$ cat src/rtl/ps2_key_receiver.sv
// PS/2 keyboard receiver: synchronizes the keyboard lines, deframes 11-bit frames
// and tracks the held key as keycode/extended/detect.
module ps2_key_receiver #(
    parameter int TIMEOUT_CYCLES = 10000
) (
    input  logic       CLK,
    input  logic       RESET,
    input  logic       PS2C,
    input  logic       PS2D,
    output logic [7:0] keycode,
    output logic       extended,
    output logic       detect,
    output logic       frame_err
);
    // state | meaning
    // IDLE  | waiting for a start bit (falling PS2C with PS2D low)
    // RECV  | shifting in data, parity and stop bits under a timeout watch

    localparam int TW = $clog2(TIMEOUT_CYCLES + 1);
    localparam logic [TW-1:0] TMO_LOAD = TW'(TIMEOUT_CYCLES);

    typedef enum logic {IDLE, RECV} state_t;

    state_t        state;
    logic          c_s1, c_s2, c_s3;
    logic          d_s1, d_s2;
    logic [3:0]    bit_cnt;
    logic [TW-1:0] tmo_cnt;
    logic [8:0]    shreg;
    logic [7:0]    rx_byte;
    logic          byte_vld;
    logic          ext_pending, brk_pending;
    logic          relaunch;
    logic          fall;

    assign fall = c_s3 & ~c_s2;

    always_ff @(posedge CLK or posedge RESET) begin
        if (RESET) begin
            c_s1 <= 1'b1;
            c_s2 <= 1'b1;
            c_s3 <= 1'b1;
            d_s1 <= 1'b1;
            d_s2 <= 1'b1;
        end else begin
            c_s1 <= PS2C;
            c_s2 <= c_s1;
            c_s3 <= c_s2;
            d_s1 <= PS2D;
            d_s2 <= d_s1;
        end
    end

    // Timeout runs as a down-counter reloaded on every PS2C falling edge.
    always_ff @(posedge CLK or posedge RESET) begin
        if (RESET) begin
            state     <= IDLE;
            bit_cnt   <= '0;
            tmo_cnt   <= '0;
            shreg     <= '0;
            rx_byte   <= '0;
            byte_vld  <= 1'b0;
            frame_err <= 1'b0;
        end else begin
            byte_vld  <= 1'b0;
            frame_err <= 1'b0;
            case (state)
                IDLE: begin
                    if (fall && !d_s2) begin
                        state   <= RECV;
                        bit_cnt <= 4'd1;
                        tmo_cnt <= TMO_LOAD;
                    end
                end
                RECV: begin
                    if (fall) begin
                        tmo_cnt <= TMO_LOAD;
                        if (bit_cnt == 4'd10) begin
                            state   <= IDLE;
                            bit_cnt <= '0;
                            if (d_s2 && (^shreg)) begin
                                byte_vld <= 1'b1;
                                rx_byte  <= shreg[7:0];
                            end else begin
                                frame_err <= 1'b1;
                            end
                        end else begin
                            bit_cnt <= bit_cnt + 4'd1;
                            shreg   <= {d_s2, shreg[8:1]};
                        end
                    end else if (tmo_cnt == '0) begin
                        state     <= IDLE;
                        bit_cnt   <= '0;
                        frame_err <= 1'b1;
                    end else begin
                        tmo_cnt <= tmo_cnt - 1'b1;
                    end
                end
                default: state <= IDLE;
            endcase
        end
    end

    // A make of a different key drops detect for one cycle so the strobe stage re-fires.
    always_ff @(posedge CLK or posedge RESET) begin
        if (RESET) begin
            keycode     <= '0;
            extended    <= 1'b0;
            detect      <= 1'b0;
            ext_pending <= 1'b0;
            brk_pending <= 1'b0;
            relaunch    <= 1'b0;
        end else if (byte_vld) begin
            if (rx_byte == 8'hE0) begin
                ext_pending <= 1'b1;
            end else if (rx_byte == 8'hF0) begin
                brk_pending <= 1'b1;
            end else begin
                ext_pending <= 1'b0;
                brk_pending <= 1'b0;
                if (brk_pending) begin
                    if (rx_byte == keycode && ext_pending == extended)
                        detect <= 1'b0;
                end else if (!detect) begin
                    keycode  <= rx_byte;
                    extended <= ext_pending;
                    detect   <= 1'b1;
                end else if (rx_byte != keycode || ext_pending != extended) begin
                    keycode  <= rx_byte;
                    extended <= ext_pending;
                    detect   <= 1'b0;
                    relaunch <= 1'b1;
                end
            end
        end else if (relaunch) begin
            detect   <= 1'b1;
            relaunch <= 1'b0;
        end
    end
endmodule
$ cat config.mk
export PLATFORM = sky130hd
export DESIGN_NAME = ps2_key_receiver
export DESIGN_NICKNAME = d
export VERILOG_FILES = /design/src/rtl/ps2_key_receiver.sv
export SDC_FILE = /design/constraint.sdc
export NUM_CORES = 1
export LEC_CHECK = 0
export ABC_AREA = 1
export ABC_CLOCK_PERIOD_IN_PS = 3730
export CAP_MARGIN = 5
export CORE_UTILIZATION = 30
export DETAILED_ROUTE_END_ITERATION = 16
export MAX_ROUTING_LAYER = met4
export SLEW_MARGIN = 15
export SYNTH_ARGS = -nofsm -noshare
export SYNTH_HDL_FRONTEND = slang
export SYNTH_SLANG_ARGS = --single-unit
$ cat constraint.sdc
create_clock -name CLK -period 3.73 [get_ports CLK]
set_input_delay 0.746 -clock CLK [delete_from_list [all_inputs] [get_ports CLK]]
set_output_delay 0.746 -clock CLK [all_outputs]
set_load 0.01 [all_outputs]
# Yosys cells after proc, flatten, opt, wreduce, memory -nomap -nowiden
# Cells that the tools add are included.
[op_classes]
n_eq_ne = 18
n_reduce_logical = 17
n_mux = 44
addsub = 2
n_bitwise = 7
[ops]
columns = ["operator", "count"]
rows = [
  ["$mux W14", 3],
  ["$mux W1", 32],
  ["$pmux W14 S2", 1],
  ["$eq A8 B8 Y1 const B", 2],
  ["$mux W4", 4],
  ["$mux W8", 2],
  ["$logic_not A14 Y1", 1],
  ["$sub A14 B1 Y14 const B", 1],
  ["$ne A2 B2 Y1 const B", 6],
  ["$reduce_and A5 Y1", 2],
  ["$reduce_xor A9 Y1", 1],
  ["$eq A8 B8 Y1", 1],
  ["$ne A8 B8 Y1", 1],
  ["$pmux W4 S2", 1],
  ["$reduce_and A2 Y1", 4],
  ["$reduce_and A4 Y1", 2],
  ["$not A1 Y1", 6],
  ["$add A4 B1 Y4 const B", 1],
  ["$eq A4 B4 Y1 const B", 1],
  ["$ne A2 B1 Y1 const B", 2],
  ["$logic_and A1 B1 Y1", 3],
  ["$ne A3 B1 Y1 const B", 1],
  ["$ne A3 B2 Y1 const B", 1],
  ["$ne A3 B3 Y1 const B", 1],
  ["8 further kinds", 8],
]
[word_totals]
register_bits = 56
word_cells = 106
out_inout_bits = 11

# Logic depth before layout (Yosys ltp)
[depth]
ltp_word = 8
mapped_depth = 12

# Worst setup path before layout
# OpenSTA, ideal clock, no wires.
[synth_path]
path_type = "reg-to-reg"
from = "register bit_cnt[0]"
to = "register rx_byte[0]"
path_slack_ns = 2.210
synth_period_minus_slack_ns = 1.520
stages_incl_launch_ff = 10
setup_ns = 0.118
arrival_time_ns = 1.402
cell_sequence = "dfrtp_1 -> inv_1 -> ha_1 -> nand2_1 -> nor2_1 -> inv_1 -> nor2_4 -> nand4_2 -> nand2_1 -> nand2_1"
[synth_via]
elab_chain_cells = 2
[synth_lines]
columns = ["element", "line", "source"]
rows = [
  ["from (decl)", "27", "logic [3:0] bit_cnt;"],
  ["from (signal assigned)", "88", "bit_cnt <= bit_cnt + 4'd1;"],
  ["$eq A4 B4 Y1", "78", "if (bit_cnt == 4'd10) begin"],
  ["$reduce_and A4 Y1 (no line)", "-", ""],
  ["to (signal assigned)", "83", "rx_byte <= shreg[7:0];"],
  ["to (decl)", "30", "logic [7:0] rx_byte;"],
]
# Every way passes these cells.
# A chain may end at the register's enable or synchronous reset.

# Worst setup path after layout
[layout_path]
from = "register detect"
to = "output detect"
[layout_rtl]
columns = ["element", "line", "source"]
rows = [
  ["from (decl)", "12", "output logic detect,"],
  ["from (signal assigned)", "109", "detect <= 1'b0;"],
  ["from (signal assigned)", "123", "detect <= 1'b0;"],
  ["from (signal assigned)", "127", "detect <= 1'b1;"],
]
# No word-level cell between the ends.

==> results list <==
- The clock reaches the later pin of the worst-skew pair after 320 ps.
* Sort of element at the end of the critical path: output port
- Post-CTS resize count: 0
- Internal power: 1083 µW
* Initial cell density of the core: 31.61%
* Rel. slew slack: 35.17%
- Number of max-cap violations: 0
* Setup slack, reg-to-reg: 1840 ps
- Chip Width: 101.6 µm
* Post-synth ARST share: 100.0%
- The synthesized netlist contains 36 unique library cells.
* H-tree depth: 2
- In this run the worst path has a maximum fanout of 5.
- The die covers 10320 µm².
* Syn_area_per_cell: 7.833 µm²
* Actual slew at the worst max-slew pin: 971.1 ps
* Sinks on Clock Net: 56
- TritonRoute pass-1 iters: 4
- Overflow left after global routing: 0
- Overall track demand over capacity in global routing: 13.18%
- Once detailed placement completed, the half-perimeter wirelength came to 4.186 mm.
* Number of rows in the core area: 35
- Synth Instances: 380
- In the synthesized netlist the dominant register cell turns out to be dfrtp_1.
- 15 I/O pins were placed.
- After synthesis the netlist holds a flip-flop and latch count of 56.
* Setup tns final: 0 ps
- Leakage power of the design: 0.001556 µW
- Cells fill 35.42% of the core in the end.
* Kind of cell with the highest combined delay on the critical path: buffers and inverters
* Area contributors post-synth: dfrtp_1 43%, nand2_1 16%, nor2_1 5.9%
- The top cell type by area accounts for 42.88% of the synthesized area.
- Number of warnings printed during yosys synthesis: 0
- The final layout contains routed wiring with a total length of 5.774 mm.
* Crit Path Class: register to output port
* Max stage delay on crit path: 560 ps
- Net switching is 41.65% of the power.
- Area of the mapped netlist: 2977 µm²
- Biggest area consumer among synthesized cells: dfrtp_1
- For this run, the post-layout net count is 403.
* Standard cell with the maximum stage delay on the critical path: clkdlybuf4s50_1
- Fraction of power consumed by sequential logic: 46.5%
* Fraction of final layout cells sized beyond drive strength 1: 9.320%
* Core area: 9415 µm²
- In this run, synthesis inferred 0 flip-flops with an integrated enable.
- Largest vdd supply drop: 0.2078 mV
- Buf/Inv on CP: 1
- The worst path needs 2061 ps of the cycle, external delays included.
- Most frequent cells after synthesis: 124 x nand2_1, 51 x dfrtp_1, 47 x nor2_1
- Setup repair after global routing left no endpoint under its margin.
- The count of buffers added on input and output ports is 14.
- Worst-path cell chain: clkdlybuf4s50_1
- For this run, design rule violations remaining after detail routing come to 0.
- Layout-stage area growth over the synthesis result: 12.02%
* Number of nets with antenna violations after detailed routing: 0
- Final period utilization: 55.24%
- First-pass GRT wire length: 10.49 mm
- Starting DRT DRC Count: 88
* Number of buffers inserted for hold repair after clock tree synthesis: 0
- Entering global routing, the biggest net connects 48 pins.
* Number of slew-limit violations in the final report: 0
- The number of antenna violations at the first check in global routing was 0.
* Root buffer selected by CTS: clkbuf_8
- Timing analysis after detailed placement gives a worst setup slack of 1598 ps.
- Total via count in the routed design: 2349
- TritonCTS built the clock tree.
- Routed length per placed instance: 10.98 µm
- Mapped Nets: 387
* Die Ht: 101.6 µm
* NetSw: 773.0 µW
- Counting the buffers created by CTS gives 5.
- The final hold violation count was 0.
* Clk pwr share: 18.4%
* Most instantiated library cell after synthesis: nand2_1
- In the routed layout, each cell is associated on average with a via count of 4.466.
* Status: finished clean
- Antenna diode count: 0
* Post-route setup slack: 1669 ps
- Worst min-delay path category: register to register
* RD Place Congestion: 0.8247
- Sequential cells were found to cover 47.29% of the synthesized design area.
- For the final database, setup skew stands at 11.41 ps.
- Post-Layout Inst Area: 3334 µm²
- CP startpoint kind: register
- Peak clock frequency supported by timing: 485.3 MHz
- Post-CTS Repair Setup Buffers: 0
* Worst path required time: 2980 ps
- Area post-placement: 3246 µm²
- Deepest clock path buffer count: 2
- Logic pwr share: 35.1%
- The via count of the first global-routing pass is 2327.
* Overall power of the completed layout: 1856 µW
- Clock transition at the registers of the reported paths: 100 ps
- Setup violations remaining at the end of the flow were counted as 0.
* Critical path arrival: 1310 ps
* Power per cell area: 556.6 nW/µm²
-- power groups by stage --
stage	Clock [µW]	Sequential (µW)	Combinational [µW]
3_5_place_dp	0	874	658
6_report	341	864	651
2_1_floorplan	0	827	556
4_1_cts	356	862	661
5_1_grt	379	887	792
3_3_place_gp	0	866	640
-- cells by family after synthesis --
group           count (synthesis)  share of synthesized area, %
buf+inv                        46                         6.389
fa+ha+maj                       3                         1.261
flops                          56                         47.29
simple gates                  225                         33.92
compound gates                 39                         7.903
xor+xnor                       11                         3.237
-- layer usage --
metal  vias to the layer above  routed length, µm  GRT usage, %
met2                        24               2661         20.22
met1                      1075               2857         16.84
met3                         9                126         2.553
met4                         0                128         5.797
met5                         -                  0             -
li1                       1241                  -             -
-- layout make-up --
type / instances / area, µm²
clock buffer: 6 / 72.57
inverter: 40 / 150.1
timing repair buffer: 15 / 147.6
sequential: 56 / 1408
fill: 989 / 6081
multi-input combinational: 278 / 1379
tap: 129 / 161.4
clock inverter: 2 / 16.27
-- cells in the final DEF (no fill, tap or decap), types with 5 or more instances in the layout --
cell             count
dfstp_2              5
nand2_1            124
clkbuf_8             5
dfrtp_1             51
inv_1               37
nand4_1              8
xnor2_1              8
nand3_1             23
clkdlybuf4s50_1     14
nor2_1              47
o21ai_2              6
o21ai_0             22
-- sequential cells by signal (all words and copies together), names as in the netlist --
signal       cells
state            1
c_s1             1
rx_byte          8
tmo_cnt         14
frame_err        1
keycode          8
shreg            9
d_s1             1
d_s2             1
bit_cnt          4
c_s3             1
byte_vld         1
brk_pending      1
detect           1
c_s2             1
extended         1
relaunch         1
ext_pending      1
-- worst paths after layout --
kind                            start    endpoint  depth (start not counted)
max                            detect      detect                          1
min                              d_s1        d_s2                          0
max reg2reg                tmo_cnt[0]  tmo_cnt[5]                         11
min reg2reg                      d_s1        d_s2                          0
max in group asynchronous       RESET  tmo_cnt[9]                          3
min in group asynchronous       RESET    extended                          2
-- metrics by stage --
step,hold slack (ps),instances
after floorplan,345.2,380
after global placement,349.1,518
after detailed placement,346.8,518
after CTS,361.9,526
after global routing,371.6,526
final,360.9,526
No activity file was read; power rests on OpenSTA's default activity.
